[config.mk]
export PLATFORM = sky130hd
export DESIGN_NAME = if_fetch_stage
export DESIGN_NICKNAME = d
export VERILOG_FILES = /design/src/rtl/if_fetch_stage.sv
export SDC_FILE = /design/constraint.sdc
export NUM_CORES = 1
export LEC_CHECK = 0
export ABC_AREA = 1
export ABC_CLOCK_PERIOD_IN_PS = 5600
export CORE_UTILIZATION = 45
export CTS_CLUSTER_SIZE = 30
export DETAILED_ROUTE_END_ITERATION = 10
export HOLD_SLACK_MARGIN = 0.05
export PLACE_DENSITY_LB_ADDON = 0.2
export SETUP_SLACK_MARGIN = 0.1
export SLEW_MARGIN = 20
export SYNTH_ARGS = -nofsm -noshare
export SYNTH_HDL_FRONTEND = slang
export SYNTH_SLANG_ARGS = --single-unit
[constraint.sdc]
create_clock -name clk -period 5.6 [get_ports clk]
set_input_delay 0.56 -clock clk [delete_from_list [all_inputs] [get_ports clk]]
set_output_delay 0.56 -clock clk [all_outputs]
set_load 0.05 [all_outputs]
[src/rtl/if_fetch_stage.sv]
// Instruction fetch: PC generation, req/gnt/rvalid memory handshake, prefetch FIFO feeding IF/ID.
// Optional IF_PERF_CNT_EN adds fetched/bubble performance counters.
module if_fetch_stage #(
    parameter logic [8:0]  RESET_PC   = 9'h000,
    parameter int          FIFO_DEPTH = 2,
    parameter logic [31:0] NOP_INSTR  = 32'h00000013
) (
    input  logic        clk,
    input  logic        reset,
    input  logic        stall_i,
    input  logic        redirect_i,
    input  logic [8:0]  redirect_pc_i,
    output logic        imem_req_o,
    output logic [8:0]  imem_addr_o,
    input  logic        imem_gnt_i,
    input  logic        imem_rvalid_i,
    input  logic [31:0] imem_rdata_i,
    output logic [8:0]  ifid_pc_o,
    output logic [31:0] ifid_instr_o,
    output logic        ifid_valid_o
`ifdef IF_PERF_CNT_EN
    ,
    output logic [31:0] perf_fetched_o,
    output logic [31:0] perf_bubble_o
`endif
);

    localparam int AW = $clog2(FIFO_DEPTH);
    localparam int CW = AW + 1;
    localparam logic [CW:0] LIMIT = (CW+1)'(FIFO_DEPTH);

    logic [8:0]    pc;
    logic [CW-1:0] outstanding;
    logic [CW-1:0] outstanding_nxt;
    logic [CW-1:0] discard;
    logic [CW-1:0] fifo_count;
    logic [AW-1:0] fifo_wr;
    logic [AW-1:0] fifo_rd;
    logic [AW-1:0] rpc_wr;
    logic [AW-1:0] rpc_rd;
    logic [8:0]    fifo_pc_mem    [FIFO_DEPTH];
    logic [31:0]   fifo_instr_mem [FIFO_DEPTH];
    logic [8:0]    rpc_mem        [FIFO_DEPTH];

    logic [CW:0]   credits_used;
    logic          req;
    logic          grant;
    logic          resp_keep;
    logic          advance;
    logic          fifo_empty;
    logic          bypass;
    logic          push;
    logic          pop;
    logic [8:0]    resp_pc;
    logic          unused_pc_bits;

    // Credits cover both in-flight requests and buffered words, so the FIFO can never overflow.
    assign credits_used    = {1'b0, outstanding} + {1'b0, fifo_count};
    assign req             = !reset && !redirect_i && (credits_used < LIMIT);
    assign grant           = req && imem_gnt_i;
    assign resp_pc         = rpc_mem[rpc_rd];
    assign resp_keep       = imem_rvalid_i && !redirect_i && (discard == '0);
    assign advance         = !stall_i && !redirect_i;
    assign fifo_empty      = (fifo_count == '0);
    assign bypass          = advance && fifo_empty && resp_keep;
    assign push            = resp_keep && !bypass;
    assign pop             = advance && !fifo_empty;
    assign outstanding_nxt = outstanding + CW'(grant) - CW'(imem_rvalid_i);
    assign unused_pc_bits  = ^redirect_pc_i[1:0];

    assign imem_req_o  = req;
    assign imem_addr_o = pc;

    always_ff @(posedge clk) begin
        if (push) begin
            fifo_pc_mem[fifo_wr]    <= resp_pc;
            fifo_instr_mem[fifo_wr] <= imem_rdata_i;
        end
        if (grant) begin
            rpc_mem[rpc_wr] <= pc;
        end
    end

    always_ff @(posedge clk or posedge reset) begin
        if (reset) begin
            pc           <= RESET_PC;
            outstanding  <= '0;
            discard      <= '0;
            fifo_count   <= '0;
            fifo_wr      <= '0;
            fifo_rd      <= '0;
            rpc_wr       <= '0;
            rpc_rd       <= '0;
            ifid_valid_o <= 1'b0;
            ifid_pc_o    <= '0;
            ifid_instr_o <= NOP_INSTR;
        end else begin
            outstanding <= outstanding_nxt;
            if (grant) begin
                rpc_wr <= rpc_wr + 1'b1;
            end
            if (imem_rvalid_i) begin
                rpc_rd <= rpc_rd + 1'b1;
            end
            if (redirect_i) begin
                // Every request still in flight after this edge belongs to the wrong path.
                pc           <= {redirect_pc_i[8:2], 2'b00};
                discard      <= outstanding_nxt;
                fifo_wr      <= '0;
                fifo_rd      <= '0;
                fifo_count   <= '0;
                ifid_valid_o <= 1'b0;
                ifid_instr_o <= NOP_INSTR;
            end else begin
                if (grant) begin
                    pc <= pc + 9'd4;
                end
                if (imem_rvalid_i && (discard != '0)) begin
                    discard <= discard - 1'b1;
                end
                if (push) begin
                    fifo_wr <= fifo_wr + 1'b1;
                end
                if (pop) begin
                    fifo_rd <= fifo_rd + 1'b1;
                end
                fifo_count <= fifo_count + CW'(push) - CW'(pop);
                if (advance) begin
                    if (pop) begin
                        ifid_valid_o <= 1'b1;
                        ifid_pc_o    <= fifo_pc_mem[fifo_rd];
                        ifid_instr_o <= fifo_instr_mem[fifo_rd];
                    end else if (bypass) begin
                        ifid_valid_o <= 1'b1;
                        ifid_pc_o    <= resp_pc;
                        ifid_instr_o <= imem_rdata_i;
                    end else begin
                        ifid_valid_o <= 1'b0;
                        ifid_instr_o <= NOP_INSTR;
                    end
                end
            end
        end
    end

`ifdef IF_PERF_CNT_EN
    always_ff @(posedge clk or posedge reset) begin
        if (reset) begin
            perf_fetched_o <= '0;
            perf_bubble_o  <= '0;
        end else if (advance) begin
            if (pop || bypass) begin
                perf_fetched_o <= perf_fetched_o + 32'd1;
            end else begin
                perf_bubble_o <= perf_bubble_o + 32'd1;
            end
        end
    end
`endif

endmodule

==> impl_summary.md <==
Critical path
For the worst flop-to-flop path, the logic depth is 12. The endpoint of the worst register-to-register path is discard[1]$_DFFE_PP0P_. The arrival time reported for the critical path endpoint is 2.47 ns. The worst setup path is captured at an output port. Setup slack on the worst reg-to-reg path comes out at 2.86 ns. STA puts the critical path data required time at 5.04 ns. The beginning of the worst register-to-register path is fifo_count[0]$_DFF_PP0_. In this run the worst path has a maximum fanout of 4. The startpoint type of the worst setup path is a flip-flop.

The startpoint-to-endpoint class of the critical path is reg2out.

Route
The detailed-route vias per instance is 4.97. After detailed routing, the average wire length per cell comes to 15.4 um. Summing over every cut layer, the via total after detailed routing is 4,166. The post-route antenna net violation count is 0.

The pre-antenna-repair detailed-routing pass consisted of 4 iterations. The routed design has 12,900 um of wire. The DRC violation count after routing is 0. The iteration-0 DRC count of the detailed router is 226.

Floorplanning
The placeable core region is 13,300 um^2. The die height is 119 um. The effective utilization at floorplan is 46.4%. The floorplan has 42 rows. The die is 119 um wide. 99 I/O pins were placed. The die covers 14,200 um^2.

STA
The transition time of the tightest slew-check pin is 1.03 ns. Counting I/O delays and the setup requirement, the final critical path takes 3.03 ns. Setup repair after global routing left no endpoint under its margin. The number of endpoints failing setup at the final stage is 0.

Timing would allow up to 330 MHz. The final hold violation count came to 0. Clock skew on the completed layout was measured at 0.00954 ns. After layout, the worst path uses 54.2% of the clock period. Adding up every negative setup slack in the final design gives 0 ns. The count of pins over their slew limit is 0. Headroom to the max-slew limit came out at 31.2%.

Logic synthesis
The area share of fa/ha/maj cells after synthesis is 1.54%. Synthesis produced 557 cells. The synthesized area divided by synthesized cell count is 11.1 um^2. The Yosys step of the flow raised 0 warnings. The synthesized flop and latch total is 149. After synthesis, the largest family of logic cells by area is simple AND/OR/NAND/NOR gates.

The mux contribution to synthesized area is 0%. The xor/xnor cell area share of the yosys netlist is 0.990%. Summing the areas of all and, or, nand and nor instances in the mapped netlist gives 18.8% of the synthesized area.

The number of different library cells used by synthesis comes to 27. The share of synthesized area occupied by flip-flops and latches is 67.7%. The cell area that synthesis handed to floorplanning was 6190 um^2.

The synthesized netlist devotes 5.58% of its cell area to compound gates.

Final layout
For this run, the post-layout net count is 704. The repair_antennas step left the layout with diodes totalling 0. From synthesis to final layout, the design area changed by 27.7%. The number of filler cells placed in the layout is 1,092. The post-route netlist has 11.5% of its cells at a drive strength greater than 1.

CTS
The clock net in this run drives a total of 149 sinks. The CTS root buffer is sky130_fd_sc_hd__clkbuf_16. The buffers inserted during post-CTS setup optimization is 0. No sink is reached through more buffers than the 2 on the longest clock path. The number of cells upsized or downsized after cts is 0. The clock tree from TritonCTS is built. Counting the buffers created by CTS gives 17. After clock tree synthesis, the flow added hold-fix buffers numbering 0. Clock-pin slew was measured on the worst setup and hold paths at 0.06 ns. Clock latency on the worst-skew pair, taken at its later pin, is 0.41 ns. The clock tree synthesis step divided the H-tree into 4 levels.

Placed design
Routability-driven placement finished with a final weighted congestion of 0.783. The wire-length estimate of the detail-placed layout is 7680 um. The number of port buffers is 92.

Worst hold path
In this run the most critical hold path is launched from ifid_pc_o[4]$_DFFE_PP0P_. The number of stages on the worst hold path is 2. The path class of the lowest-slack min-delay path is reg2reg. The worst-case hold path end point is ifid_pc_o[4]$_DFFE_PP0P_.

Run status
The run finished with clean final reports.

Global routing
The global-route wire length before repair is 21,300 um. The overflow left after global routing is 0. Entering global routing, the biggest net connects 58 pins.

The initial antenna violation count is 0. The number of global-route vias before repair is 4,231. The total track usage is 19.7%.

Power and ir drop
The design draws 3.38 mW. The leakage power summed over all cells is 3.30 nW. VDD sags by at most 0.250 mV.

The power density over the cells is 427 nW/um^2.

Job
The max capacitance violation total is 0.
==> per-stage QoR <==
stage | setup WS, ns | instance area [um^2] | utilization, % | instances | hold WS [ns]
final | 2.57 | 7910 | 59.3 | 839 | 0.481
after global routing | 2.36 | 7910 | 59.3 | 839 | 0.502
after CTS | 2.54 | 7910 | 59.3 | 839 | 0.487
after detailed placement | 2.10 | 7250 | 54.3 | 807 | 0.475
after global placement | 2.13 | 7250 | 54.3 | 807 | 0.468
after floorplan | 2.66 | 6200 | - | 560 | 0.465
==> cell families after synthesis <==
kind of cell | count (synthesis)
AND/OR/NAND/NOR | 268
AO/OA/AOI/OAI | 53
other | 1
XOR/XNOR | 7
adder cells (fa/ha/maj) | 7
flip-flops | 149
buffers and inverters | 72
==> state kept, by name, indices dropped and copies added, names as in the netlist, 7 cells and up <==
signal	flops
fifo_instr_mem	64
ifid_instr_o	32
fifo_pc_mem	14
rpc_mem	14
ifid_pc_o	7
imem_addr_o	7
==> routing by layer <==
metal | vias up | GRT usage (%) | share of wire (%)
met1 | 1998 | 25.0 | 43
met2 | 115 | 32.6 | 51
li1 | 2041 | - | -
met4 | 0 | 6.48 | 0.91
met3 | 12 | 5.17 | 5.2
met5 | - | 0 | 0
==> worst max path at each step <==
stage / to / cells past startpoint / startpoint
after CTS: imem_req_o / 7 / fifo_count[0]$_DFF_PP0_
after global placement: fifo_count[1]$_DFF_PP0_ / 9 / redirect_i
after floorplan: fifo_instr_mem[0][0]$_DFFE_PP_ / 6 / discard[0]$_DFFE_PP0P_
final: imem_req_o / 7 / fifo_count[0]$_DFF_PP0_
after global routing: fifo_count[1]$_DFF_PP0_ / 9 / redirect_i
after detailed placement: fifo_count[1]$_DFF_PP0_ / 9 / redirect_i
==> power breakdown <==
group          internal (mW)  total [mW]  switching, mW
sequential              1.31        1.39         0.0850
clock                  0.847        1.26          0.412
combinational          0.246       0.726          0.479
total                   2.40        3.38          0.976
==> placed cells by master, fill, tap and decap left out, drive strengths merged <==
master	n
a21boi	1
a21oi	3
and2	1
buf	7
bufinv	6
clkbuf	23
clkdlybuf4s50	92
clkinv	3
conb	4
dfrtp	54
dfstp	3
edfxtp	92
fa	1
ha	6
inv	44
nand2	148
nand3	58
nor2	31
o211ai	28
o21a	1
o21ai	18
o21bai	2
or2	30
xnor2	2
xor2	5
==> synthesized netlist by cell type (all sizes together) <==
cell | n | area (um^2)
conb | 1 | 3.75
dfrtp | 54 | 1350
xnor2 | 2 | 17.5
nor2 | 31 | 124
and2 | 1 | 6.26
nand3 | 58 | 290
dfstp | 3 | 78.8
o21a | 1 | 7.51
or2 | 30 | 188
xor2 | 5 | 43.8
o21bai | 2 | 15.0
clkbuf | 6 | 23.8
a21boi | 1 | 7.51
o211ai | 28 | 210
fa | 1 | 20.0
nand2 | 148 | 556
buf | 22 | 141
a21oi | 3 | 15.0
ha | 6 | 75.1
o21ai | 18 | 90.1
inv | 44 | 165
edfxtp | 92 | 2760
==> cell type report <==
class | count | area, um^2 | share of cell area [%]
Clock buffer | 23 | 458 | 5.79
Clock inverter | 9 | 199 | 2.52
Inverter | 44 | 165 | 2.09
Multi-Input combinational cell | 339 | 1700 | 21.5
Sequential cell | 149 | 4190 | 53.0
Tap cell | 176 | 220 | 2.78
Timing Repair Buffer | 99 | 973 | 12.3
==> critical path, stage by stage (launching register included) <==
cell	delay, ns
sky130_fd_sc_hd__dfrtp_1	0.41
sky130_fd_sc_hd__nand2_1	0.08
sky130_fd_sc_hd__inv_1	0.04
sky130_fd_sc_hd__fa_1	0.43
sky130_fd_sc_hd__nor2_1	0.16
sky130_fd_sc_hd__nand2_1	0.08
sky130_fd_sc_hd__inv_1	0.06
sky130_fd_sc_hd__clkdlybuf4s50_1	0.79
Power figures use the tool's default switching activity.
